File: config.mk
export PLATFORM = sky130hd
export DESIGN_NAME = eight_bit_adder_flat
export DESIGN_NICKNAME = d
export VERILOG_FILES = /design/src/rtl/eight_bit_adder_pkg.sv /design/src/rtl/eight_bit_adder_if.sv /design/src/rtl/adder_full_cell.sv /design/src/rtl/eight_bit_adder.sv /design/src/flat_wrapper.sv
export SDC_FILE = /design/constraint.sdc
export NUM_CORES = 1
export LEC_CHECK = 0
export ABC_CLOCK_PERIOD_IN_PS = 1640
export CELL_PAD_IN_SITES_DETAIL_PLACEMENT = 1
export CELL_PAD_IN_SITES_GLOBAL_PLACEMENT = 1
export CORE_UTILIZATION = 32
export DETAILED_ROUTE_END_ITERATION = 10
export MAX_ROUTING_LAYER = met4
export PLACE_DENSITY_LB_ADDON = 0.1
export SLEW_MARGIN = 20
export SYNTH_ARGS = -nofsm -noshare
export SYNTH_HDL_FRONTEND = slang
export SYNTH_SLANG_ARGS = --single-unit
File: constraint.sdc
create_clock -name clk -period 1.64 [get_ports clk]
set_input_delay 0.328 -clock clk [delete_from_list [all_inputs] [get_ports clk]]
set_output_delay 0.328 -clock clk [all_outputs]
set_load 0.01 [all_outputs]
File: src/rtl/eight_bit_adder_pkg.sv
// Shared constants and types for the registered 8-bit two's-complement adder.
// Saturation bounds are only consumed when EIGHT_BIT_ADDER_SATURATE_EN is defined.
package eight_bit_adder_pkg;

  localparam int ADDER_WIDTH = 8;

  typedef logic [ADDER_WIDTH-1:0] adder_word_t;

  localparam adder_word_t SAT_MAX = 8'h7F;
  localparam adder_word_t SAT_MIN = 8'h80;

endpackage

File: src/rtl/eight_bit_adder_if.sv
// Operand/result bundle for eight_bit_adder; master drives operands, slave returns results.
// No backpressure: in_valid is accepted every cycle, out_valid is a one-cycle strobe.
interface eight_bit_adder_if
  import eight_bit_adder_pkg::*;
#(
  parameter int WIDTH = ADDER_WIDTH
);

  logic             in_valid;
  logic [WIDTH-1:0] a;
  logic [WIDTH-1:0] b;
  logic [WIDTH-1:0] s;
  logic             overflow;
  logic             carry_out;
  logic             out_valid;

  modport master (
    output in_valid, a, b,
    input  s, overflow, carry_out, out_valid
  );

  modport slave (
    input  in_valid, a, b,
    output s, overflow, carry_out, out_valid
  );

endinterface

File: src/rtl/adder_full_cell.sv
// One-bit full adder, the ripple-chain building block.
// Purely combinational, no latency, no backpressure.
module adder_full_cell (
  input  logic a,
  input  logic b,
  input  logic cin,
  output logic s,
  output logic cout
);

  logic p;

  assign p    = a ^ b;
  assign s    = p ^ cin;
  assign cout = (a & b) | (cin & p);

endmodule

File: src/rtl/eight_bit_adder.sv
// Registered ripple-carry two's-complement adder with signed overflow and carry out.
// Latency 1 cycle, full throughput, no backpressure; EIGHT_BIT_ADDER_SATURATE_EN clamps s on overflow.
module eight_bit_adder
  import eight_bit_adder_pkg::*;
#(
  parameter int WIDTH = ADDER_WIDTH
) (
  input  logic              clk,
  input  logic              rst,
  eight_bit_adder_if.slave  bus
);

  logic [WIDTH:0]   carry;
  logic [WIDTH-1:0] sum;
  logic [WIDTH-1:0] s_d;
  logic             ovf;

  logic [WIDTH-1:0] s_q;
  logic             ovf_q;
  logic             carry_q;
  logic             vld_q;

  assign carry[0] = 1'b0;

  for (genvar gi = 0; gi < WIDTH; gi++) begin : g_chain
    adder_full_cell u_cell (
      .a    (bus.a[gi]),
      .b    (bus.b[gi]),
      .cin  (carry[gi]),
      .s    (sum[gi]),
      .cout (carry[gi+1])
    );
  end

  // Carry into the MSB differing from carry out of it is exactly signed overflow.
  assign ovf = carry[WIDTH] ^ carry[WIDTH-1];

`ifdef EIGHT_BIT_ADDER_SATURATE_EN
  // Operands share a sign on overflow, so a's MSB gives the clamp direction.
  assign s_d = !ovf          ? sum :
               bus.a[WIDTH-1] ? {1'b1, {(WIDTH-1){1'b0}}} :
                                {1'b0, {(WIDTH-1){1'b1}}};
`else
  assign s_d = sum;
`endif

  always_ff @(posedge clk or posedge rst) begin
    if (rst) begin
      s_q     <= '0;
      ovf_q   <= 1'b0;
      carry_q <= 1'b0;
      vld_q   <= 1'b0;
    end else begin
      vld_q <= bus.in_valid;
      if (bus.in_valid) begin
        s_q     <= s_d;
        ovf_q   <= ovf;
        carry_q <= carry[WIDTH];
      end
    end
  end

  assign bus.s         = s_q;
  assign bus.overflow  = ovf_q;
  assign bus.carry_out = carry_q;
  assign bus.out_valid = vld_q;

endmodule

File: src/flat_wrapper.sv
// flat-port wrapper written by rule: the top's interface ports become plain ports
module eight_bit_adder_flat import eight_bit_adder_pkg::*;
#(
  parameter int WIDTH = ADDER_WIDTH
)
  (clk, rst, bus_in_valid, bus_a, bus_b, bus_s, bus_overflow, bus_carry_out, bus_out_valid);
  eight_bit_adder_if #(.WIDTH(WIDTH)) bus_i ();
  input  logic clk;
  input  logic rst;
  input wire logic [$bits(bus_i.in_valid)-1:0] bus_in_valid;
  input wire logic [$bits(bus_i.a)-1:0] bus_a;
  input wire logic [$bits(bus_i.b)-1:0] bus_b;
  output wire logic [$bits(bus_i.s)-1:0] bus_s;
  output wire logic [$bits(bus_i.overflow)-1:0] bus_overflow;
  output wire logic [$bits(bus_i.carry_out)-1:0] bus_carry_out;
  output wire logic [$bits(bus_i.out_valid)-1:0] bus_out_valid;
  assign bus_i.in_valid = bus_in_valid;
  assign bus_i.a = bus_a;
  assign bus_i.b = bus_b;
  assign bus_s = bus_i.s;
  assign bus_overflow = bus_i.overflow;
  assign bus_carry_out = bus_i.carry_out;
  assign bus_out_valid = bus_i.out_valid;
  eight_bit_adder #(.WIDTH(WIDTH)) u_core (.clk(clk), .rst(rst), .bus(bus_i));
endmodule
==> reports/qor.csv <==
metric,value,unit
ys_dominant_reg_cell,dfrtp_1,
num_rows,15,
violations,setup timing,
crit_chain,"buf_6, ha_4, fa_2, fa_2, fa_2, fa_2, inv_2, fa_2, inv_2, fa_2, inv_2, fa_2, xnor2_2, mux2_4",
numCtsBuffers,3,
yosysTopAreaCellShare,45.4,%
cts_tree,done,
synth-seq-cells,11,
status,"complete, but fails checks",
vias,439,
avgSynthCellArea,14.4,sq um
synth_edf_count,0,
worstPathRequired,1.80,ns
drive_above_1_share,35.5,%
ys_async_sr_fraction,100,%
path_class,primary input to register,
worstRegToRegCells,1,
min_period,3.06,ns
r2r_slack,0.86,ns
min_period_over_period,186,%
placed_area,975,sq um
critPathArrivalTime,3.22,ns
endpoint_kind,register,
cts.clk_slew.worst_paths,0.07,ns
critPathLaunchType,primary input,
synthTopCellsByCount,"11 x dfrtp_1, 9 x inv_1, 7 x fa_1",
r2r_start,u_core.bus.s[2]$_DFFE_PP0P_,
dieArea,0.00207,sq mm
ios,30,
cts_max_path_buffers,2,
dr.pass1.iters,3,
slowest_delay,0.35,ns
place_congestion,0.669,
clock_latency,0.26,ns
setup_ws,-1.42,ns
hpwl,1110,microns
cts_hold_buf,0,
hold_viol_final,0,
grt_pass1_wl,2190,microns
n_antenna_cell,0,
max_freq,0.327,GHz
drt_iter0_drc,2,
ir_drop,548,uV
rr_endpoint,u_core.bus.s[2]$_DFFE_PP0P_,
min_path_type,primary input to async pin,
fin_worst_skew,0,ns
synth_top_cell_by_area,dfrtp_1,
preCtsSetupSlack,-2.08,ns
setup-violations-final,7,
maxCapViolCount,0,
dieWidth,45.5,microns
cts_sinks,11,
die_y,45.5,microns
num-nets-final,104,
powerDensity,874,mW/mm^2
antenna_found_initial,0,
p_total,0.878,mW
synthTopCellsByArea,"dfrtp_1 45%, fa_1 23%, mux2_4 12%",
ant_nets,0,
crit_top_cell,fa_2,
worst-path-max-fanout,2,
drt-vias-per-instance,4.35,
relSlewSlack,72.0,%
synth_nets,69,
cpMaxStageDelayCell,fa_2,
synth_cell_type_count,11,
h-tree-depth,1,
cellLeakagePower,0.444,nW
grt.overflow.total,0,
wl_per_cell,12.6,microns
tightest_slew,0.420,ns
area_delta_synth_final,65.6,%
portBuffers,29,
rsz0062_at_grt,yes,
final_area,0.00100,sq mm
cts-root-buf,clkbuf_4,
start_util,34.8,%
drcViolationCount,0,
grt_pass1_vias,505,
finalMaxSlewViolations,0,
post_cts_buffers,0,
syn_area,607,sq um
routed_wl,1270,microns
synth_warnings,0,
grt_max_degree,14,
syn_inst,42,
grt.total_usage,16.7,%
synth_most_common_cell,dfrtp_1,
core_area,0.00175,sq mm
ys_seq_area_share,45.4,%
[power by group]
part | switching [mW] | internal (mW) | total [mW]
Sequential | 0.0289 | 0.325 | 0.353
Clock | 0.0903 | 0.0942 | 0.184
Combinational | 0.120 | 0.220 | 0.340
Total | 0.240 | 0.638 | 0.878
[placed cells by master (no fill, tap or decap)]
cell type         n
buf_4             1
dfrtp_1          11
dlygate4sd2_1     1
ha_4              1
xnor2_2           1
mux2_4            5
buf_12            1
inv_1             6
clkbuf_2          1
a21oi_1           2
inv_2             3
nor2_1            2
clkbuf_4          3
mux2_2            2
fa_2              7
clkdlybuf4s50_1  25
mux2i_1           1
clkbuf_1          1
buf_6             2
[final cells by class]
class	count	area, sq um
clock buffer	4	26.3
fill	188	741
inverter	9	33.8
multi-input combinational	21	324
sequential	11	275
tap	25	31.3
timing repair buffer	31	314
[layer usage]
layer / vias to the layer above / part of all wire, % / track usage, %
met4: 0 / 0 / 3.64
met2: 20 / 58 / 30.3
li1: 197 / - / -
met5: - / 0 / -
met3: 0 / 7.3 / 7.14
met1: 222 / 35 / 16.1
[through the flow]
step           setup TNS, ns  hold slack (ns)  utilization (%)  instances
6_report               -6.48            0.358             57.6        101
5_1_grt                -6.94            0.376             57.6        101
4_1_cts                -7.63            0.369             57.8        101
3_5_place_dp          -11.74            0.494             55.8         97
3_3_place_gp          -11.36            0.495             55.8         97
2_1_floorplan          -7.00            0.180                -         42
[critical path, delay by kind of cell]
kind / cells / cell delay (ns)
XOR/XNOR: 1 / 0.07
adder cells (fa/ha/maj): 8 / 2.30
multiplexers: 1 / 0.25
buffers and inverters: 4 / 0.27
[cell families after synthesis]
kind of cell             count (synthesis)  synth area share (%)
buffers and inverters                   10                  7.42
adder cells (fa/ha/maj)                  8                  25.2
multiplexers                             8                  17.7
XOR/XNOR                                 1                  1.44
AO/OA/AOI/OAI                            2                  1.65
flip-flops                              11                  45.4
AND/OR/NAND/NOR                          2                  1.24
[state kept, by name (all words and copies together) (netlist names)]
signal and flops:
u_core.bus.s 8, u_core.bus.carry_out 1, u_core.bus.out_valid 1, u_core.bus.overflow 1
[how the worst max path moves through the flow]
stage / from / to / slack (ns) / cells past startpoint
2_1_floorplan: bus_b[0] / u_core.bus.s[7]$_DFFE_PP0P_ / -1.45 / 12
3_5_place_dp: bus_b[0] / u_core.bus.overflow$_DFFE_PP0P_ / -2.08 / 14
4_1_cts: bus_a[0] / u_core.bus.overflow$_DFFE_PP0P_ / -1.62 / 14
6_report: bus_a[0] / u_core.bus.overflow$_DFFE_PP0P_ / -1.42 / 14
5_1_grt: bus_a[0] / u_core.bus.overflow$_DFFE_PP0P_ / -1.51 / 14
3_3_place_gp: bus_b[0] / u_core.bus.overflow$_DFFE_PP0P_ / -2.00 / 14
[timing repair]
item | 4_1_cts | 5_1_grt
endpoints found under the setup margin | 8 | 7
pin swaps | 10 | 8
resized for setup | 13 | 2
Note: power is estimated with default switching activity, not from simulation.
==> edit 1: new RTL, same flow settings <==
The option `EIGHT_BIT_ADDER_SATURATE_EN` is turned on by a define.
--- a/src/rtl/eight_bit_adder.sv
+++ b/src/rtl/eight_bit_adder.sv
@@ -1,4 +1,6 @@
 // Registered ripple-carry two's-complement adder with signed overflow and carry out.
 // Latency 1 cycle, full throughput, no backpressure; EIGHT_BIT_ADDER_SATURATE_EN clamps s on overflow.
+`define EIGHT_BIT_ADDER_SATURATE_EN
+
 module eight_bit_adder
   import eight_bit_adder_pkg::*;
Behaviour: not the same (a bounded check fails within 4 cycles, from zero or initial values and one cycle with rst high).
==> edit 1 against the unedited design <==
The flow still finishes with violations (negative setup slack). Sequential cell count unchanged. Cell count increased by 23%. Count of clock-buffer cells in the layout unchanged. Total power increased by 11%. Largest cell class unchanged. Cell area increased by 16%. Critical path type unchanged. Synthesized area increased by 8.9%. Routed wire length increased by 35%. First-iteration DRC count increased by 100%. Worst setup slack got worse by 0.30 ns. Critical path depth increased by 2. Fmax decreased by 8.8%.
==> edit 1: results (changes against the unedited design) <==
- Crit path max-delay cell type: fa_2
- Mean Syn Cell Area: 11.4 µm² (-21%)
- Status: complete, but fails checks
- Maximum vdd ir drop: 0.550 mV (+0.29%)
- First-pass GRT wire length: 2620 µm (+20%)
- Max_slew headroom: 0.711 (-0.00922)
- Synth cell types: 15 (+4)
- R2r endpoint: u_core.bus.overflow
- DRC violations left: 0 (unchanged)
- Mapped Nets: 86 (+25%)
- Detailed Place HPWL: 1180 µm (+6.0%)
- Number of flip-flops in the largest register: 8 (unchanged)
- Hold Crit Class: input pin to asynchronous set/reset pin
- Worst skew pair latency: 0.27 ns
- Yosys synthesis warning count: 0 (unchanged)
- Ys flop type: dfrtp_1
- Final WL: 1720 µm (+35%)
- Violated checks: negative setup slack
- Port bufs: 29 (unchanged)
- Synth area leaders: dfrtp_1 42%, fa_1 24%, nor2_1 5.1%
- Vias in the first global route: 580 (+15%)
- Share of the yosys chip area belonging to registers: 0.417 (-0.0369)
- Worst EP arrival: 3.51 ns (+0.29 ns)
- Max-cap violation count: 0 (unchanged)
- Clock Tree Root: clkbuf_4
- Post-DR vias/cell: 4.60 (+5.9%)
- Asr flop ratio synth: 1.00 (unchanged)
- Starting DRT DRC Count: 4 (+2)
- Cell total after placement: 117 (+21%)
- Worst r2r src: u_core.bus.overflow
- Global Route Usage Sum: 0.185 (+0.0181)
- Crit path largest cell delay: 0.37 ns (+0.02 ns)
- Drt pass-1 iters: 2 (-1)
- Total leakage power: 0.000483 µW (+8.9%)
- Setup violators final: 10 (+3)
- Largest net degree at the start of global routing: 13 (-1)
- Worst R2R Setup Slack: between 0.8 and 0.9 ns
- R2R depth: 1 (unchanged)
- Global placer's final weighted congestion: 0.682 (+1.9%)
- Worst setup margin: -1.71 ns (-0.295 ns)
- Htree depth: 1 (unchanged)
- Clk pin slew, worst setup/hold paths: 0.07 ns (about the same)
- Post-synth top cells: 11 x dfrtp_1, 9 x nor2_1, 8 x fa_1, 8 x inv_1
- Final worst clock skew: 0 ns (unchanged)
- CP max FO: 4 (+2)
- Share of layout cells above drive strength 1: 0.361 (+0.00556)
- Via count: 571 (+30%)
- Nets: 126 (+21%)
- Total CTS buffers: 3 (unchanged)
- Inserted Diodes: 0 (unchanged)
## edit 1: changes by cell type after synthesis, moves of 2 or more
cell and delta:
nor3b_1 +4, buf_2 +2, mux2_4 -5, nor3_1 +4, a21oi_1 +2, nor2_1 +7
## edit 1: per-stage QoR
stage	worst slack (ns)	setup TNS, ns	cell area [µm²]	utilization	hold slack [ns]
6_report	-1.71	-16.29	1170	0.601	0.357
5_1_grt	-1.79	-17.20	1170	0.601	0.386
4_1_cts	-1.81	-17.28	1130	0.582	0.364
3_5_place_dp	-2.35	-22.56	1060	0.545	0.504
3_3_place_gp	-2.31	-22.25	1060	0.545	0.499
2_1_floorplan	-1.79	-16.99	707	-	0.180
## edit 1: layer usage
metal	track usage	vias to the layer above	wire length [µm]
li1	-	266	-
met1	0.229	286	690
met2	0.290	17	936
met3	0.0453	2	73
met4	0.0686	0	15
met5	-	-	0
## edit 1: how the worst max path moves through the flow
stage | cells past startpoint | end | start | slack [ns]
CTS | 15 | u_core.bus.s[2] | bus_a[0] | -1.81
global placement | 15 | u_core.bus.s[2] | bus_b[0] | -2.31
global route | 15 | u_core.bus.s[4] | bus_a[0] | -1.79
finish | 16 | u_core.bus.s[6] | bus_a[0] | -1.71
floorplan | 14 | u_core.bus.s[2] | bus_b[0] | -1.79
detailed placement | 15 | u_core.bus.s[6] | bus_b[0] | -2.35
## edit 1: critical path: cells and delay by family
kind                       cells  cell delay (ns)
and+or+nand+nor                2             0.33
adders and majority gates      8             2.38
buffers and inverters          5             0.40
xor gates and xnor gates       1             0.08
## edit 1: repair_timing
action / CTS / global route
pin swaps: 15 / 12
cloned: 1 / 0
gates resized for setup: 17 / 6
endpoints found under the hold margin: 0 / 0
endpoints found under the setup margin: 10 / 10
buffers inserted: 1 / 1
## edit 1: report_power, final
group | internal [µW] | total, µW | switching [µW]
logic | 250 | 429 | 179
registers | 323 | 351 | 28.6
clock network | 94.2 | 190 | 96.2
## edit 1: layout make-up
cell class	instances	area (µm²)
repair buffers	36	353
inverters	8	30.0
clock buffers	4	26.3
flip-flops and latches	11	275
multi-input cells	38	449
fillers	215	774
well taps	27	33.8
## edit 1: cells by family (layout without fill, tap and decap cells)
group,count (synthesis),after routing,share of synthesized area
flops,11,11,0.417
buf+inv,10,48,0.0606
fa+ha+maj,9,9,0.261
xor+xnor,1,2,0.0246
simple gates,19,19,0.150
mux,3,3,0.0473
compound gates,5,5,0.0398
==> edit 2: new RTL, same flow settings <==
Made on the original files. Make the reset (`rst`) synchronous in one clocked block.
--- a/src/rtl/eight_bit_adder.sv
+++ b/src/rtl/eight_bit_adder.sv
@@ -45,5 +45,5 @@
 `endif
 
-  always_ff @(posedge clk or posedge rst) begin
+  always_ff @(posedge clk) begin
     if (rst) begin
       s_q     <= '0;
Function: differs if rst is asserted again (counterexample within 4 cycles, from zero or initial values and one cycle with rst high); with rst held inactive, the same outputs for 10 cycles.
==> edit 2 against the unedited design <==
The run still ends with negative setup slack left. Synthesized area down 6.6%. Sequential share of layout area down 4.8 points. Cell area down 3.1%. Sequential power down 13%. Global-route usage up 0.13 points. Worst setup slack worse by 0.021 ns. Routed wire length up 12%. Sequential cell count unchanged. Register-to-register slack better by 0.09 ns. Via count up 10%. Total power down 16%. Largest cell class unchanged. Highest routed layer unchanged.
==> edit 2: results (changes against the unedited design) <==
- Post-DP Area: 926 µm² (-5.0%)
- Share of the yosys chip area belonging to registers: 0.389 (-0.0651)
- Share of layout cells above drive strength 1: 0.282 (-0.0729)
- Maximum vdd ir drop: 0.424 mV (-23%)
- Cell total after placement: 96 (-1.0%)
- Hold Crit Class: input pin to flop
- Vias in the first global route: 530 (+5.0%)
- Worst R2R Setup Slack: 0.95 ns (+0.09 ns)
- Post-Synth Adder-Cell Area: 0.269 (+0.0178)
- Asr flop ratio synth: 0 (-1.00)
- Starting DRT DRC Count: 6 (+4)
- Post-DR wirelength/cell: 14.0 µm (+12%)
- Crit path largest cell delay: 0.44 ns (+0.09 ns)
- Worst Max-Slew Pin Slew: 0.277 ns (-0.143 ns)
- Area of the multi-input gates: 347 µm² (+6.9%)
- Status: complete, but fails checks
- Worst r2r src: u_core.bus.s[7]
- Fillers: 167 (-11%)
- Drt pass-1 iters: 5 (+2)
- Largest net degree at the start of global routing: 15 (+1)
- Setup violators final: 7 (unchanged)
- First-pass GRT wire length: 2280 µm (+4.4%)
- Violated checks: negative setup slack
- Global Route Usage Sum: 0.168 (+0.00132)
- R2R depth: 2 (+1)
- Ys flop type: dfxtp_1
- Worst setup margin: -1.44 ns (-0.0208 ns)
- Post-synth top cells: 11 x dfxtp_1, 9 x nor2_1, 7 x fa_1, 7 x inv_1, 6 x mux2i_1
- Number of flops mapped to enable cells by yosys: 0 (unchanged)
- Synth cell types: 14 (+3)
- Post-DR vias/cell: 4.79 (+10%)
- Mux cell area share after synthesis: 0.106 (-0.0714)
- Synth Area in Compound Gates: 0.0618 (+0.0453)
- Synth area leaders: dfxtp_1 39%, fa_1 25%, mux2i_1 11%
- Detailed Place HPWL: 1180 µm (+6.4%)
- Worst EP arrival: 3.26 ns (+0.04 ns)
- R2r endpoint: u_core.bus.s[7]
- Nets: 113 (+8.7%)
- Mean Syn Cell Area: 11.3 µm² (-22%)
- Global placer's final weighted congestion: 0.712 (+6.4%)
- Post-Place Worst Slack: -2.17 ns (-0.0946 ns)
- Internal power: 538 µW (-16%)
- Hold_ws: 0.447 ns (+0.0888 ns)
## edit 2: area by class of cell
type	instances	share of cell area
tap	16	0.0206
sequential	11	0.226
multi-input combinational	30	0.356
timing repair buffer	33	0.343
clock buffer	4	0.0270
inverter	7	0.0270
## edit 2: power by group through the flow
stage	sequential (µW)	clock [µW]	combinational (µW)
6_report	307	185	248
5_1_grt	309	206	272
4_1_cts	307	193	256
3_5_place_dp	313	0	242
3_3_place_gp	310	0	227
2_1_floorplan	323	0	91.2
## edit 2: repair_timing
item | CTS | global route
resized for setup | 15 | 3
setup buffers | 1 | 0
pin swaps | 10 | 9
setup endpoints to repair | 8 | 7
gates cloned | 0 | 0
## edit 2: metal layers
| metal | up-vias | part of all wire | global-route usage |
|---|---|---|---|
| met3 | 0 | 0.054 | 0.0327 |
| met4 | 0 | 0 | 0.0364 |
| met2 | 19 | 0.57 | 0.324 |
| met5 | - | 0 | - |
| li1 | 226 | - | - |
| met1 | 239 | 0.38 | 0.173 |
